`src/rtl/cmp_pkg.sv`:
```
// Shared result encoding and FSM state type for the serial word comparator.
package cmp_pkg;
  localparam logic [1:0] CMP_LT = 2'd0;
  localparam logic [1:0] CMP_GT = 2'd1;
  localparam logic [1:0] CMP_EQ = 2'd2;

  typedef enum logic {
    ST_IDLE = 1'b0,
    ST_CMP  = 1'b1
  } state_e;
endpackage

```
`src/rtl/nib_cmp.sv`:
```
// Combinational 4-bit unsigned magnitude compare using the cmp_pkg encoding.
module nib_cmp
  import cmp_pkg::*;
(
  input  logic [3:0] x,
  input  logic [3:0] y,
  output logic [1:0] r
);
  always_comb begin
    if (x > y)      r = CMP_GT;
    else if (x < y) r = CMP_LT;
    else            r = CMP_EQ;
  end
endmodule

```
`src/rtl/serial_word_cmp_ctrl.sv`:
```
// Sequences a wide compare through one nibble comparator, MSB first, stopping early.
// Optional macro SERIAL_CMP_SIGNED_EN: two's-complement operands.
module serial_word_cmp_ctrl
  import cmp_pkg::*;
#(
  parameter  int NIBBLES = 4,
  localparam int W       = 4 * NIBBLES,
  localparam int CW      = $clog2(NIBBLES + 1),
  localparam int IW      = (NIBBLES > 1) ? $clog2(NIBBLES) : 1
) (
  input  logic          clk,
  input  logic          rst_n,
  input  logic          start,
  input  logic [W-1:0]  a,
  input  logic [W-1:0]  b,
  output logic          busy,
  output logic          done,
  output logic [1:0]    result,
  output logic [CW-1:0] ncmp
);
  state_e        state_q, state_d;
  logic [W-1:0]  sa_q, sa_d, sb_q, sb_d;
  logic [IW-1:0] idx_q, idx_d;
  logic [CW-1:0] cnt_q, cnt_d;
  logic [1:0]    result_q, result_d;
  logic [CW-1:0] ncmp_q, ncmp_d;
  logic          done_q, done_d;

  logic [3:0] nx, ny;
  logic [1:0] nr;

  always_comb begin
    nx = sa_q[W-1 -: 4];
    ny = sb_q[W-1 -: 4];
`ifdef SERIAL_CMP_SIGNED_EN
    // Flipping both sign bits on the top nibble turns signed order into unsigned order.
    if (cnt_q == '0) begin
      nx[3] = ~nx[3];
      ny[3] = ~ny[3];
    end
`endif
  end

  nib_cmp u_nib_cmp (
    .x (nx),
    .y (ny),
    .r (nr)
  );

  always_comb begin
    state_d  = state_q;
    sa_d     = sa_q;
    sb_d     = sb_q;
    idx_d    = idx_q;
    cnt_d    = cnt_q;
    result_d = result_q;
    ncmp_d   = ncmp_q;
    done_d   = 1'b0;
    case (state_q)
      ST_IDLE: begin
        if (start) begin
          sa_d    = a;
          sb_d    = b;
          idx_d   = IW'(NIBBLES - 1);
          cnt_d   = '0;
          state_d = ST_CMP;
        end
      end
      ST_CMP: begin
        if (nr != CMP_EQ) begin
          result_d = nr;
          ncmp_d   = cnt_q + CW'(1);
          done_d   = 1'b1;
          state_d  = ST_IDLE;
        end else if (idx_q == '0) begin
          result_d = CMP_EQ;
          ncmp_d   = CW'(NIBBLES);
          done_d   = 1'b1;
          state_d  = ST_IDLE;
        end else begin
          sa_d  = sa_q << 4;
          sb_d  = sb_q << 4;
          idx_d = idx_q - IW'(1);
          cnt_d = cnt_q + CW'(1);
        end
      end
      default: state_d = ST_IDLE;
    endcase
  end

  always_ff @(posedge clk or negedge rst_n) begin
    if (!rst_n) begin
      state_q  <= ST_IDLE;
      sa_q     <= '0;
      sb_q     <= '0;
      idx_q    <= '0;
      cnt_q    <= '0;
      result_q <= CMP_EQ;
      ncmp_q   <= '0;
      done_q   <= 1'b0;
    end else begin
      state_q  <= state_d;
      sa_q     <= sa_d;
      sb_q     <= sb_d;
      idx_q    <= idx_d;
      cnt_q    <= cnt_d;
      result_q <= result_d;
      ncmp_q   <= ncmp_d;
      done_q   <= done_d;
    end
  end

  assign busy   = (state_q == ST_CMP);
  assign done   = done_q;
  assign result = result_q;
  assign ncmp   = ncmp_q;
endmodule

```
`config.mk`:
```
export PLATFORM = sky130hd
export DESIGN_NAME = serial_word_cmp_ctrl
export DESIGN_NICKNAME = d
export VERILOG_FILES = /design/src/rtl/cmp_pkg.sv /design/src/rtl/nib_cmp.sv /design/src/rtl/serial_word_cmp_ctrl.sv
export SDC_FILE = /design/constraint.sdc
export NUM_CORES = 1
export LEC_CHECK = 0
export CORE_MARGIN = 3
export CORE_UTILIZATION = 46
export DETAILED_ROUTE_END_ITERATION = 8
export PLACE_DENSITY = 0.72
export SYNTH_ARGS = -nofsm -noshare
export SYNTH_HDL_FRONTEND = slang
export SYNTH_HIERARCHICAL = 1
export SYNTH_SLANG_ARGS = --single-unit
```
`constraint.sdc`:
```
create_clock -name clk -period 5.5 [get_ports clk]
set_clock_uncertainty 0.2 [all_clocks]
set_input_delay 1.65 -clock clk [delete_from_list [all_inputs] [get_ports clk]]
set_output_delay 1.65 -clock clk [all_outputs]
set_load 0.03 [all_outputs]
```
==> metrics.txt <==
Die Y=74.4 µm; area of the multi-input gates=slightly above 900 µm²; DR vias/cell=between 5 and 6; Data required, critical path=5460 ps; slowest stage delay, CP=approximately 460 ps; WP data arrival=3410 ps; Hold Path End=result[1]; I/O pins=42; via count=1,494; Worst R2R Setup Slack=between 2000 and 3000 ps; Crit Path Max Fanout=26; commonest non-fill, non-tap cell in the layout=dfrtp_1; number of remaining DRC errors=0; starting density of the core=0.485; Sink Count=44; largest net degree at the start of global routing=45; die area=0.00554 mm²; most frequent cells in the layout=43 x dfrtp_1, 40 x clkdlybuf4s50_1, 26 x nor3_1, 24 x mux2i_1, 19 x a21oi_2; Filler cells=approximately 370; Unique masters post-synth=27; outcome=finished clean; post-synthesis cell count=approximately 180; Cells on Worst Hold Path=2; Post-Syn Area=approximately 0.0022 mm²; Die W=about 74 µm; drt total wl=approximately 4.3 mm; worst rel slew slack=0.362; Worst-Margin Slew=~960 ps; Yosys reg bits=44; RSZ-0062 raised after global routing=false; GRT Util Overall=0.177; Mapped Nets=around 230; clock root buffer=clkbuf_8; Tmin final=3450 ps; Clock Tree Buf Depth=2; Avg WL per Cell=around 16 µm; design area=0.00263 mm²; first drt pass iteration count=4; worst r2r src=sb_q[14]; HPWL after DPL=~3.1 mm; Fin Setup TNS=0 ps; IO Port Bufs=between 40 and 50; reg2reg end=sa_q[8]; Seq/Total Area, Yosys=0.512; Reg area=roughly 0.0011 mm²; Num CTS Buffers=5; Congestion Overflow GR=0; worst IR drop on VDD=around 250 µV; syn avg cell area=approximately 12 µm²; Setup violations, final=0; area delta synth->final=22.2%; first-pass GRT wire length=~7.5 mm; CTS tree=done; Yosys warnings=6; Detail Route Antenna Nets=0; Synth top area share=0.499; Clk pin slew, worst setup/hold paths=80 ps; Critical Path, Cell by Cell=clkdlybuf4s50_1, nor2b_2, buf_4, nor2_8, inv_4, a21oi_1; worst hold start=result[1]; vias in the first global route=1,698; Cell Area, Placed=~0.0025 mm²; Setup CP Type=input port to register; Layout Nets=between 200 and 300; slowest CP cell=clkdlybuf4s50_1; Max Slew Vio Count=0; core area=0.00444 mm²; maxcap violations=0; Antenna Cells=0; Final Cycle Share=0.628; setup bufs post-CTS=0; Startpoint Class=input port; Resized Gates After CTS=0; R2R depth=9; Clock Latency Late Sink=~300 ps; H-tree levels=2; post-synth top area cell=dfrtp_1; CP Capture Type=register; drt first-iter violations=93; Final Hold Viols=0; total power per unit cell area=between 400 and 500 mW/mm²; Max Freq=just under 0.3 GHz; initial antenna violation count=0; worst hold path type=register to register; Area contributors post-synth=dfrtp_1 50%, mux2i_1 11%, a21oi_2 7.7%; share of cells above drive strength 1=0.154; Hold-fix buffers, CTS=0; Leak=~1.1 nW; RD Place Congestion=about 0.72; site row count=24
## state kept, by name, summed over array words and instances, names as in the netlist
| register | flops |
|---|---|
| sb_q | 16 |
| ncmp | 3 |
| cnt_q | 3 |
| result | 2 |
| idx_q | 2 |
| sa_q | 16 |
| done | 1 |
| busy | 1 |
## how the worst max path moves through the flow
stage	startpoint	to	slack [ps]
3_5_place_dp	start	cnt_q[2]	1720
3_3_place_gp	start	cnt_q[2]	1800
4_1_cts	start	cnt_q[2]	2040
6_report	start	sa_q[8]	2050
2_1_floorplan	start	sa_q[13]	2860
5_1_grt	start	sa_q[11]	1920
## per-stage QoR
stage / std cells / power, mW / hold WS (ps) / utilization / worst slack [ps]
final: 273 / 1.31 / 271 / 0.593 / 2050
after global routing: 273 / 1.41 / 301 / 0.593 / 1920
after CTS: 273 / 1.32 / 276 / 0.593 / 2040
after detailed placement: 265 / 1.11 / 262 / 0.572 / 1720
after global placement: 265 / 1.08 / 255 / 0.572 / 1800
after floorplan: 184 / 0.970 / 243 / - / 2860
## power breakdown
| group | internal, mW | switching (mW) | leakage, nW | total (mW) |
|---|---|---|---|---|
| Sequential | 0.457 | 0.0742 | 0.506 | 0.531 |
| Clock | 0.103 | 0.106 | 0.0455 | 0.208 |
| Combinational | 0.260 | 0.308 | 0.566 | 0.568 |
| Total | 0.819 | 0.488 | 1.12 | 1.31 |
## critical path, delay by kind of cell
kind,cells,cell delay [ps]
AOI/OAI and AO/OA,1,120
and+or+nand+nor,2,480
buffers and inverters,3,1140
## area by class of cell
cell class                 count  area share
multi-input combinational    115       0.346
tap                           52      0.0247
timing repair buffer          43       0.160
sequential                    44       0.419
clock buffer                   8      0.0342
inverter                      11      0.0166
## cell usage after synthesis
| library cell | instances |
|---|---|
| a21oi_1 | 8 |
| buf_4 | 4 |
| nor2_8 | 1 |
| and4bb_4 | 1 |
| a32o_1 | 1 |
| mux2i_1 | 24 |
| a22oi_1 | 2 |
| buf_2 | 7 |
| o32a_1 | 1 |
| buf_6 | 3 |
| mux2_2 | 1 |
| o2bb2ai_1 | 1 |
| dfrtp_1 | 43 |
| inv_1 | 10 |
| nand2b_1 | 2 |
| nor3_1 | 26 |
| nand4_1 | 1 |
| o21ai_1 | 2 |
| inv_4 | 1 |
| nor2b_1 | 3 |
| ha_1 | 6 |
| a22o_1 | 10 |
| o21ai_0 | 4 |
| a21oi_2 | 19 |
| o21a_1 | 1 |
| nand2_1 | 1 |
| dfstp_2 | 1 |
## logic make-up (layout without fill, tap and decap cells)
family,count (synthesis),in the layout,synth area share
buffers and inverters,25,62,0.0662
adder cells (fa/ha/maj),6,6,0.0348
AO/OA/AOI/OAI,49,49,0.174
AND/OR/NAND/NOR,35,35,0.0964
flip-flops,44,44,0.512
multiplexers,25,25,0.117
## layer usage
layer	global-route usage	wire [µm]
met1	0.216	1840
met2	0.309	2230
met3	0.0473	191
met4	0.0435	42
met5	0	0
No activity file was read; power rests on OpenSTA's default activity.
==> variant 1, RTL diff (same flow settings) <==
Remove the register `done_q`: a continuous assignment takes its place, so the output `done` follows one clock earlier.
--- a/src/rtl/serial_word_cmp_ctrl.sv
+++ b/src/rtl/serial_word_cmp_ctrl.sv
@@ -97,7 +97,6 @@
       cnt_q    <= '0;
       result_q <= CMP_EQ;
       ncmp_q   <= '0;
-      done_q   <= 1'b0;
     end else begin
       state_q  <= state_d;
       sa_q     <= sa_d;
@@ -106,9 +105,10 @@
       cnt_q    <= cnt_d;
       result_q <= result_d;
       ncmp_q   <= ncmp_d;
-      done_q   <= done_d;
     end
   end
+
+  assign done_q = done_d;
 
   assign busy   = (state_q == ST_CMP);
   assign done   = done_q;
Function: changed (Yosys sat finds a counterexample within 4 cycles, from zero or initial values and one cycle with rst_n low).
==> variant 1 against the original RTL <==
Synthesized area decreased by 1.2%. Design area decreased by 0.57%. Non-clock buffer count unchanged. Critical path depth increased by 3. Routed wire length decreased by 4.8%. Sequential power decreased by 2%. Worst setup slack got worse by 0.98 ns. Maximum frequency decreased by 22%. Total power decreased by 0.12%. Sequential cell count decreased by 1. Clock power increased by 3%.
==> variant 1: results (changes against the original RTL) <==
[global_routing]
grt_max_degree=44  ; -2.2%
grtUsageTotal=0.162  ; -0.0141
grt_pass1_wl_mm=6.85  ; -8.5%
use_met2=0.276  ; -0.0337

[setup_path]
crit_path_max_fanout=4  ; -85%
arrival_ns=2.58  ; -0.83 ns

[placed_design]
dp.cells=264  ; -0.38%
place_area_mm2=0.00252  ; -0.98%
pre_cts_ws_ns=1.41  ; -0.313 ns

[logic_synthesis]
synthTopCellsByCount=42 x dfrtp_1, 26 x nor3_1, 24 x mux2i_1
synth_compound_area_frac=0.176  ; +0.00205
synth.mux.area_fraction=0.118  ; +0.00137
syn-num-nets=224  ; -0.44%
synth_area_leaders=dfrtp_1 49%, mux2i_1 11%, a21oi_2 7.8%
syn_inst=183  ; -0.54%

[routing]
routed_wl_mm=4.10  ; -4.8%
route.vias.total=1486  ; -0.54%
drt_iter0_drc=52  ; -44%
m1WireLength_mm=1.79  ; -2.8%
met3_length_um=172  ; -9.9%

[finish]
utilization=0.593  ; +0.000630
fin_cells=272  ; -0.37%
drive_gt1_frac=0.159  ; +0.00524

[status]
status=completed

[power]
switching_share=0.370  ; -0.00294
p_per_area_mw_per_mm2=499  ; +0.45%
p_clk_uw=214  ; +3%
vdd_drop_max_mv=0.244  ; -3.8%

[timing]
holdWs_ns=0.281  ; +0.00935 ns

-- variant 1: cell types whose count changed after synthesis --
cell,unedited run,this run
dfrtp_1,43,42
-- variant 1: kinds of logic (layout without fill, tap and decap cells) --
family          Yosys count  after routing
mux                      25             25
compound gates           49             49
simple gates             35             35
fa+ha+maj                 6              6
flops                    43             43
buf+inv                  25             62
-- variant 1: cell type report --
cell class | count | area share
Sequential cell | 43 | 0.411
Multi-Input combinational cell | 115 | 0.348
Timing Repair Buffer | 43 | 0.161
Clock buffer | 8 | 0.0382
Tap cell | 52 | 0.0248
Inverter | 11 | 0.0167
-- variant 1: how the worst max path moves through the flow --
stage | startpoint | endpoint | slack [ns] | depth (start not counted)
3_5_place_dp | sb_q[14] | done | 1.41 | 9
4_1_cts | sb_q[14] | done | 1.09 | 9
3_3_place_gp | sb_q[14] | done | 1.47 | 9
5_1_grt | sb_q[13] | done | 0.87 | 9
6_report | sb_q[14] | done | 1.07 | 9
2_1_floorplan | sb_q[14] | done | 2.03 | 8
==> variant 2, RTL diff (same settings) <==
Without the edit above. `NIBBLES`: 4 -> 8.
--- a/src/rtl/serial_word_cmp_ctrl.sv
+++ b/src/rtl/serial_word_cmp_ctrl.sv
@@ -3,7 +3,7 @@
 module serial_word_cmp_ctrl
   import cmp_pkg::*;
 #(
-  parameter  int NIBBLES = 4,
+  parameter  int NIBBLES = 8,
   localparam int W       = 4 * NIBBLES,
   localparam int CW      = $clog2(NIBBLES + 1),
   localparam int IW      = (NIBBLES > 1) ? $clog2(NIBBLES) : 1
Ports: changed (resized a, b and ncmp); port bits go from 42 to 75. No check against the original RTL was run, so the function may have changed too.
==> variant 2 against the original RTL <==
Synthesized area rose by 78%. Worst setup slack worse by 0.27 ns. Total power is 80% higher. Highest routed layer unchanged. Cell count up 64%. Largest cell class unchanged. Routed wire length up 66%. Sequential cell count is 35 higher. Design area up 84%. Register-to-register slack lost 0.58 ns. Critical path depth shrank 1.
==> variant 2: results (changes against the original RTL) <==
[status]
status=completed

[logic_synthesis]
yosys_warnings=6  ; unchanged
yosysSeqAreaShare=0.515  ; +0.00337
syn-num-nets=344  ; +53%
synth_cell_types=35  ; +30%
synth_area_leaders=dfrtp_1 51%, mux2_2 32%, a22o_1 2.3%
synth_edf_count=0  ; unchanged
synthTopCellsByCount=109 x mux2_2, 78 x dfrtp_1, 11 x inv_1

[clock_tree]
clock_path_buffers=2  ; unchanged
cts-root-buf=clkbuf_8
cts_tree=yes
htreeDepth=3  ; +1
post_cts_buffers=0  ; unchanged
cts_resized=0  ; unchanged
clk_latency_ns=0.34  ; +0.04 ns
cts_inserted_buffers=9  ; +4

[timing]
period_share=0.677  ; +0.0495
slew-limit-headroom=0.339  ; -0.0227

[placed_design]
place.port_buffers=74  ; +80%
place_congestion=0.712  ; -0.66%
place_hpwl_mm=4.84  ; +56%

[global_routing]
grt-busiest-layer=met2
grt_max_degree=80  ; +78%
grtUsageMet1=0.228  ; +0.0113
use_met2=0.238  ; -0.0715
antenna_found_initial=0  ; unchanged
grt_pass1_vias=2398  ; +41%
met3_usage=0.0402  ; -0.00710
grtUsageTotal=0.160  ; -0.0165
grt_pass1_wl_mm=12.1  ; +62%

[routing]
routed_wl_mm=7.15  ; +66%
drt_iter0_drc=54  ; -42%
viasPerCell=5.22  ; -4.6%
first_pass_iters=4  ; unchanged

[setup_path]
slowest_delay_ns=0.53  ; +0.07 ns
arrival_ns=3.75  ; +0.34 ns
crit_family=buffers and inverters
crit_path_max_fanout=32  ; +23%
cp_slowest_cell=a31oi_4

[power]
p_leak_nw=2.07  ; +85%
vdd_drop_max_mv=0.217  ; -14%

[finish]
nFillCells=659  ; +81%
drive_gt1_frac=0.383  ; +0.229
antenna_cells=0  ; unchanged
nets=416  ; +59%
reg_top3=sa_q x32, sb_q x32

==> variant 2: through the flow <==
stage,instance area [µm²],setup slack (ns),utilization,hold WS (ns),instances
final,4850,1.78,0.612,0.301,449
after global routing,4850,1.66,0.612,0.315,449
after CTS,4850,1.78,0.612,0.298,449
after detailed placement,4610,1.41,0.582,0.276,433
after global placement,4610,1.47,0.582,0.270,433
after floorplan,3840,2.46,-,0.259,270
==> variant 2: cells by family after synthesis <==
family	synth area share
xor+xnor	0.00456
fa+ha+maj	0.0228
flops	0.515
buf+inv	0.0420
simple gates	0.0241
mux	0.336
compound gates	0.0551
==> variant 2: worst paths after layout <==
check | start | to | slack, ns | cells past startpoint
max in group asynchronous | rst_n | busy | 3.13 | 1
worst min register to register | sb_q[23] | sb_q[23] | 0.30 | 1
min in group asynchronous | rst_n | sb_q[2] | 1.25 | 1
worst max-delay path | start | sa_q[21] | 1.78 | 5
worst max register to register | sb_q[29] | sa_q[21] | 2.32 | 9
worst min-delay path | sb_q[23] | sb_q[23] | 0.30 | 1
==> variant 2: routing by layer <==
metal / share of wire / up-vias
met1: 0.47 / 1168
li1: - / 1118
met2: 0.47 / 48
met3: 0.041 / 10
met4: 0.015 / 0
met5: 0 / -
==> variant 2: area by class of cell <==
| class | count | area [µm²] | share of cell area |
|---|---|---|---|
| flip-flops and latches | 79 | 1980 | 0.408 |
| multi-input cells | 164 | 1700 | 0.351 |
| repair buffers | 77 | 761 | 0.157 |
| well taps | 102 | 128 | 0.0263 |
| clock buffers | 9 | 124 | 0.0255 |
| clock inverters | 7 | 120 | 0.0247 |
| inverters | 11 | 41.3 | 0.00851 |
==> variant 2: where the power goes <==
part	internal, mW	total (mW)	switching, mW
registers	0.844	0.973	0.128
logic	0.501	0.854	0.354
clock network	0.303	0.520	0.217
total	1.65	2.35	0.699
